$ cat src/rtl/tdm_demux4_if.sv
// Bundle of the stream input and held-channel outputs of tdm_demux4.
// master: the side that drives the TDM stream (sequencer or bench).
// slave : the demultiplexer itself.
interface tdm_demux4_if #(
    parameter int W = 1
);
    logic [W-1:0] din;
    logic         din_valid;
    logic         frame_sync;
    logic [W-1:0] Y0;
    logic [W-1:0] Y1;
    logic [W-1:0] Y2;
    logic [W-1:0] Y3;
    logic [3:0]   ch_valid;
    logic         frame_done;
    logic         locked;
    logic         sync_err;

    modport master (
        output din, din_valid, frame_sync,
        input  Y0, Y1, Y2, Y3, ch_valid, frame_done, locked, sync_err
    );

    modport slave (
        input  din, din_valid, frame_sync,
        output Y0, Y1, Y2, Y3, ch_valid, frame_done, locked, sync_err
    );
endinterface

$ cat src/rtl/tdm_demux4.sv
// tdm_demux4: 4-channel TDM receive demultiplexer.
// Aligns to the stream on frame_sync (marks channel 0), then steers each valid
// sample to Y0..Y3 in channel order 0,1,2,3 and holds it there.
// Optional build macro TDM_DEMUX_DBLBUF_EN: samples collect in shadow
// registers and Y0..Y3 update together when the channel-3 sample arrives.
module tdm_demux4 #(
    parameter int W = 1
) (
    input logic          clk,
    input logic          rst_n,
    tdm_demux4_if.slave  bus
);

    typedef enum logic {
        HUNT = 1'b0,
        LOCK = 1'b1
    } state_t;

    state_t       state, state_nxt;
    logic [1:0]   slot, slot_nxt;
    logic [3:0]   wr_sel;
    logic         done_nxt;
    logic         err_nxt;

    logic [W-1:0] y_q [4];
    logic [3:0]   ch_valid_q;
    logic         frame_done_q;
    logic         sync_err_q;

    // Next-state logic: decide which channel (if any) this beat addresses.
    // NOTE: every output of this block gets a default first so no path leaves
    // a signal unassigned, which would otherwise infer a latch.
    always_comb begin
        state_nxt = state;
        slot_nxt  = slot;
        wr_sel    = 4'b0000;
        done_nxt  = 1'b0;
        err_nxt   = 1'b0;
        if (bus.din_valid) begin
            unique case (state)
                HUNT: begin
                    if (bus.frame_sync) begin
                        wr_sel    = 4'b0001;
                        slot_nxt  = 2'd1;
                        state_nxt = LOCK;
                    end
                end
                LOCK: begin
                    if (bus.frame_sync && (slot != 2'd0)) begin
                        // Sync arrived mid-frame: restart the frame on this sample.
                        err_nxt  = 1'b1;
                        wr_sel   = 4'b0001;
                        slot_nxt = 2'd1;
                    end else begin
                        wr_sel   = 4'b0001 << slot;
                        slot_nxt = slot + 2'd1;
                        done_nxt = (slot == 2'd3);
                    end
                end
                default: ;
            endcase
        end
    end

    // State, slot counter and single-cycle status pulses.
    // NOTE: sequential state uses non-blocking assignments so every register
    // samples the pre-edge values regardless of statement order.
    always_ff @(posedge clk or negedge rst_n) begin
        if (!rst_n) begin
            state        <= HUNT;
            slot         <= 2'd0;
            frame_done_q <= 1'b0;
            sync_err_q   <= 1'b0;
        end else begin
            state        <= state_nxt;
            slot         <= slot_nxt;
            frame_done_q <= done_nxt;
            sync_err_q   <= err_nxt;
        end
    end

`ifdef TDM_DEMUX_DBLBUF_EN
    logic [W-1:0] sh_q [3];

    // Collect channels 0..2 in shadows; publish the whole frame on channel 3.
    // NOTE: the small held-sample arrays are reset because reset must clear
    // Y0..Y3 and discard any partial frame.
    always_ff @(posedge clk or negedge rst_n) begin
        if (!rst_n) begin
            for (int k = 0; k < 3; k++) sh_q[k] <= '0;
            for (int k = 0; k < 4; k++) y_q[k]  <= '0;
            ch_valid_q <= 4'b0000;
        end else begin
            if (wr_sel[0]) sh_q[0] <= bus.din;
            if (wr_sel[1]) sh_q[1] <= bus.din;
            if (wr_sel[2]) sh_q[2] <= bus.din;
            if (err_nxt) begin
                sh_q[1] <= '0;
                sh_q[2] <= '0;
            end
            if (wr_sel[3]) begin
                y_q[0]     <= sh_q[0];
                y_q[1]     <= sh_q[1];
                y_q[2]     <= sh_q[2];
                y_q[3]     <= bus.din;
                ch_valid_q <= 4'b1111;
            end else begin
                ch_valid_q <= 4'b0000;
            end
        end
    end
`else
    // Write the addressed channel directly; unaddressed channels hold.
    // NOTE: the small held-sample arrays are reset because reset must clear
    // Y0..Y3 and discard any partial frame.
    always_ff @(posedge clk or negedge rst_n) begin
        if (!rst_n) begin
            for (int k = 0; k < 4; k++) y_q[k] <= '0;
            ch_valid_q <= 4'b0000;
        end else begin
            for (int k = 0; k < 4; k++) begin
                if (wr_sel[k]) y_q[k] <= bus.din;
            end
            ch_valid_q <= wr_sel;
        end
    end
`endif

    assign bus.Y0         = y_q[0];
    assign bus.Y1         = y_q[1];
    assign bus.Y2         = y_q[2];
    assign bus.Y3         = y_q[3];
    assign bus.ch_valid   = ch_valid_q;
    assign bus.frame_done = frame_done_q;
    assign bus.sync_err   = sync_err_q;
    assign bus.locked     = (state == LOCK);

endmodule

$ cat src/flat_wrapper.sv
// flat-port wrapper written by rule: the top's interface ports become plain ports
module tdm_demux4_flat 
#(
    parameter int W = 1
)
  (clk, rst_n, bus_din, bus_din_valid, bus_frame_sync, bus_Y0, bus_Y1, bus_Y2, bus_Y3, bus_ch_valid, bus_frame_done, bus_locked, bus_sync_err);
  tdm_demux4_if #(.W(W)) bus_i ();
  input logic clk;
  input logic rst_n;
  input wire logic [$bits(bus_i.din)-1:0] bus_din;
  input wire logic [$bits(bus_i.din_valid)-1:0] bus_din_valid;
  input wire logic [$bits(bus_i.frame_sync)-1:0] bus_frame_sync;
  output wire logic [$bits(bus_i.Y0)-1:0] bus_Y0;
  output wire logic [$bits(bus_i.Y1)-1:0] bus_Y1;
  output wire logic [$bits(bus_i.Y2)-1:0] bus_Y2;
  output wire logic [$bits(bus_i.Y3)-1:0] bus_Y3;
  output wire logic [$bits(bus_i.ch_valid)-1:0] bus_ch_valid;
  output wire logic [$bits(bus_i.frame_done)-1:0] bus_frame_done;
  output wire logic [$bits(bus_i.locked)-1:0] bus_locked;
  output wire logic [$bits(bus_i.sync_err)-1:0] bus_sync_err;
  assign bus_i.din = bus_din;
  assign bus_i.din_valid = bus_din_valid;
  assign bus_i.frame_sync = bus_frame_sync;
  assign bus_Y0 = bus_i.Y0;
  assign bus_Y1 = bus_i.Y1;
  assign bus_Y2 = bus_i.Y2;
  assign bus_Y3 = bus_i.Y3;
  assign bus_ch_valid = bus_i.ch_valid;
  assign bus_frame_done = bus_i.frame_done;
  assign bus_locked = bus_i.locked;
  assign bus_sync_err = bus_i.sync_err;
  tdm_demux4 #(.W(W)) u_core (.clk(clk), .rst_n(rst_n), .bus(bus_i));
endmodule
$ cat config.mk
export PLATFORM = sky130hd
export DESIGN_NAME = tdm_demux4_flat
export DESIGN_NICKNAME = d
export VERILOG_FILES = /design/src/rtl/tdm_demux4_if.sv /design/src/rtl/tdm_demux4.sv /design/src/flat_wrapper.sv
export SDC_FILE = /design/constraint.sdc
export NUM_CORES = 1
export LEC_CHECK = 0
export CAP_MARGIN = 20
export CORE_MARGIN = 3
export CORE_UTILIZATION = 30
export DETAILED_ROUTE_END_ITERATION = 8
export SYNTH_ARGS = -nofsm -noshare
export SYNTH_HDL_FRONTEND = slang
export SYNTH_SLANG_ARGS = --single-unit
export TNS_END_PERCENT = 30
$ cat constraint.sdc
create_clock -name clk -period 1.5 [get_ports clk]
set_clock_uncertainty 0.2 [all_clocks]
set_input_delay 0.375 -clock clk [delete_from_list [all_inputs] [get_ports clk]]
set_output_delay 0.375 -clock clk [all_outputs]
set_load 0.03 [all_outputs]
### Word level (Yosys, flattened, before mapping)

Index checks and enable logic that the tools add are counted.

* ROM bits: 0
* RAM bits: 0
* memories kept: 0
* bits in registers: 13
* bits in latches: 0
* word-level logic and storage cells: 32

* shift-type cells: 1
* reduce and logical (&&, ||, !) cells: 3
* add/sub/neg operators: 1
* bitwise logic cells: 1
* div/mod/pow operators: 0
* multipliers: 0
* mux-type cells: 15
* eq/ne operators: 2
* $lt $le $gt $ge: 0

Operators by type and width (count)
* $mux W1: 9
* $mux W4: 2
* $pmux W4 S2: 1
* $mux W2: 2
* $pmux W2 S2: 1
* $shl A1 B2 Y4 const A: 1
* $add A2 B1 Y2 const B: 1
* $eq A2 B2 Y1 const B: 1
* $ne A2 B2 Y1 const B: 1
* $reduce_and A2 Y1: 1
* $reduce_bool A2 Y1: 1
* $logic_and A1 B1 Y1: 1
* $not A1 Y1: 1

### Logic depth before layout (Yosys ltp)

* word-level depth: 5
* depth in mapped cells: 5
* mapped depth without buffers: 5

### Worst setup path before layout

OpenSTA, ideal clock, no wires.

* path type: reg2reg
* start: register u_core.slot[0]
* end: register u_core.y_q, in the netlist u_core.bus.Y1
* arrival time: 1.265 ns
* period minus slack after synthesis: 1.590 ns
* required time: 1.175 ns
* setup time: 0.125 ns
* stages on the path, launching flop included: 6
* buffers on the path: 0
* path slack: -0.090 ns
* path through: dfrtp_1 inv_1 ha_1 nand2b_1 and3_4 mux2_4

* cells in the longest elaborated chain, start to end: 5
* elaborated cells between the ends (all ways): 6

Ends and longest elaborated chain
* start, declared: line tdm_demux4.sv:20 `logic [1:0] slot, slot_nxt;`
* start signal, assigned: line tdm_demux4.sv:76 `slot <= slot_nxt;`
* $reduce_bool A2 Y1: line tdm_demux4.sv:49 `if (bus.frame_sync && (slot != 2'd0)) begin`
* $logic_and A1 B1 Y1: line tdm_demux4.sv:49
* $mux W4 (*): line tdm_demux4.sv:49
* $pmux W4 S2 (*): line tdm_demux4.sv:40 `unique case (state)`
* $mux W4 (*): line tdm_demux4.sv:39 `if (bus.din_valid) begin`
* net u_core.wr_sel[1]: line tdm_demux4.sv:21 `logic [3:0] wr_sel;`
* end signal, assigned by index: line tdm_demux4.sv:122 `if (wr_sel[k]) y_q[k] <= bus.din;`
* end, declared: line tdm_demux4.sv:25 `logic [W-1:0] y_q [4];`

Mark *: on every way through the listed nets, which the timed path passes. The rest lies on a longest branch.
A chain may end at the register's enable or synchronous reset.

### Worst setup path in the final report

* start: register u_core.slot[1]
* end: register u_core.y_q, in the netlist u_core.bus.Y3

* cells in the longest elaborated chain, start to end: 5
* elaborated cells between the ends (all ways): 6

Ends and longest elaborated chain (line)
* $reduce_bool A2 Y1: tdm_demux4.sv:49
* $logic_and A1 B1 Y1: tdm_demux4.sv:49
* $mux W4 (*): tdm_demux4.sv:49
* $pmux W4 S2 (*): tdm_demux4.sv:40
* $mux W4 (*): tdm_demux4.sv:39

Every way passes the cells marked *; elsewhere a longest branch is shown, timed or not.

==> run metrics <==
outcome=finished with violations; CP delay by family, top=flip-flops; worst path arrival time=1.47 ns; routed vias=342; CTS tree=yes; CP required=1.46 ns; Final Net Count=69; Post-CTS Hold Buffers=0; Pre-antenna DRT Iters=1; Worst-Margin Slew=0.245 ns; buffers and inverters on the worst path=1; Placed Area=724 µm²; routed wl met3=91 µm; first-pass GRT wire length=1430 µm; final period utilization=101%; DP Cell Count=71; worst-skew pair later-pin latency=0.27 ns; 1st-iter DRT viols=0; Final Non-Filler Cells=75; crit path kind=reg2reg; Final Hold Fails=0; register area share after synthesis=56.6%; maximum vdd drop=0.715 mV; LEAKAGE=0.383 nW; Via density=4.56; dpl hpwl=733 µm; final wirelength=931 µm; Routed wire per std cell=12.4 µm; crit path time final=1.52 ns; Worst Setup Slack, final=-0.0162 ns; dpl ws=-0.374 ns; top sig layer=met4; WL met2=406 µm; Cell Area, Synth=531 µm²; Initial Util=33.7%; PD cells=1580 nW/µm²; Die Ht=48.1 µm; hold crit path type=in2async; CP Cell Sequence=inv_2 -> ha_4 -> nand2b_4 -> and3_4 -> mux2_4; final instance area=764 µm²; crit path max fanout=5; Mapped Nets=45; Ant. Diodes=0; RSZ-0062 raised after global routing=true; endpoints failing setup=3; Max-Cap Viols=0; Reg clk slew, reported paths=0.07 ns; # rows=14; CTS max path bufs=2; WHS=0.205 ns; remaining global-route overflow=0; Die ar.=2310 µm²; Largest stage delay, worst path=0.39 ns; GRT Overall Usage=9.49%; layout cells sized above 1=62.7%; initial antenna violation count=0; # DRC=0; M1 WL=418 µm; CTS HTree Levels=1; Slowest cell on crit path=dfrtp_1; Mapped Cells=36; clock sink count=12; FMAX=660 MHz; Post-Syn Area per Cell=14.7 µm²; Routed Antenna Nets=0; GP Congestion=0.665; synthesis warning total=0; critical path launch point type=flip-flop; vias in the first global route=343; Ports=16; largest net degree at the start of global routing=13; total CTS buffers=3; Die X=48.1 µm; Yosys reg bits=12; area of the core=1580 µm²; Synth cell types=17; I/O Buffers=15; Slew headroom=83.5%; failing checks=negative setup slack; Worst Setup End Kind=flip-flop; area delta synth->final=44.1%; clock root cell=clkbuf_4; Final Max Tran Viols=0
[synth_stat cells, drive strengths merged]
cell	instances	share of area, %
a21o	1	1.7
a21oi	1	0.94
a22o	1	1.7
and2	2	3.1
and2b	1	1.7
and3	3	6.4
buf	1	1.4
dfrtp	12	57
ha	4	9.4
inv	2	1.4
mux2	4	11
mux2i	1	1.9
nand2b	1	1.2
nor2b	1	1.2
o21ai	1	0.94
[state kept, by name, summed over array words and instances, names as in the netlist]
name                 count
u_core.bus.Y0            1
u_core.bus.locked        1
u_core.slot              2
u_core.bus.Y2            1
u_core.bus.sync_err      1
u_core.bus.Y3            1
u_core.bus.Y1            1
u_core.bus.ch_valid      4
[routing by layer]
metal	up-vias	global-route usage, %
li1	166	-
met4	0	6.45
met1	157	12.0
met2	17	14.2
met5	-	0
met3	2	2.26
[where the power goes]
group	internal [W]	total (W)	switching, W	leakage, nW
Clock	0.000148	0.000253	0.000105	0.0210
Combinational	0.000253	0.000510	0.000256	0.216
Sequential	0.000402	0.000445	0.0000428	0.147
[cell type report]
class                      instances  area [µm²]
sequential                        12         302
clock buffer                       4        36.3
tap                               16        20.0
inverter                           2        7.51
fill                             149         812
multi-input combinational         21         241
timing repair buffer              20         158
[cell usage in the layout, fill, tap and decap left out, types with 2 or more instances in the layout]
master / Yosys / layout
dlygate4sd2_1: 0 / 2
clkdlybuf4s50_1: 0 / 2
dfrtp_1: 12 / 11
and3_4: 3 / 3
inv_2: 0 / 2
mux2_4: 3 / 4
buf_4: 1 / 16
ha_1: 4 / 3
clkbuf_4: 0 / 3
[cells by family (layout without fill, tap and decap cells)]
group | after synthesis | after routing | share of synthesized area (%)
simple gates | 8 | 8 | 13.4
buf+inv | 3 | 26 | 2.83
mux | 5 | 5 | 12.5
fa+ha+maj | 4 | 4 | 9.43
flops | 12 | 12 | 56.6
compound gates | 4 | 4 | 5.19
[timing repair]
item | CTS | global route
buffers inserted | 0 | 0
gates resized for setup | 2 | 2
setup endpoints to repair | 4 | 4
[worst paths after layout]
| path | startpoint | slack [ns] | endpoint | depth (start not counted) |
|---|---|---|---|---|
| min reg2reg | u_core.bus.Y2 | 0.32 | u_core.bus.Y2 | 1 |
| max in group asynchronous | rst_n | 0.73 | u_core.bus.locked | 2 |
| min in group clk | bus_din_valid | 0.31 | u_core.bus.locked | 2 |
| min | rst_n | 0.20 | u_core.bus.ch_valid[2] | 2 |
| max | u_core.slot[1] | -0.02 | u_core.bus.Y3 | 5 |
| max reg2reg | u_core.slot[1] | -0.02 | u_core.bus.Y3 | 5 |
[stage by stage]
step,setup TNS (ns),total power [W],util (%)
after CTS,-0.0812,0.00122,48.1
after global routing,-0.241,0.00129,48.5
after detailed placement,-2.06,0.000967,46.0
after floorplan,-0.000481,0.000771,-
final,-0.0441,0.00121,48.5
after global placement,-1.92,0.000958,46.0
Power figures use the tool's default switching activity.
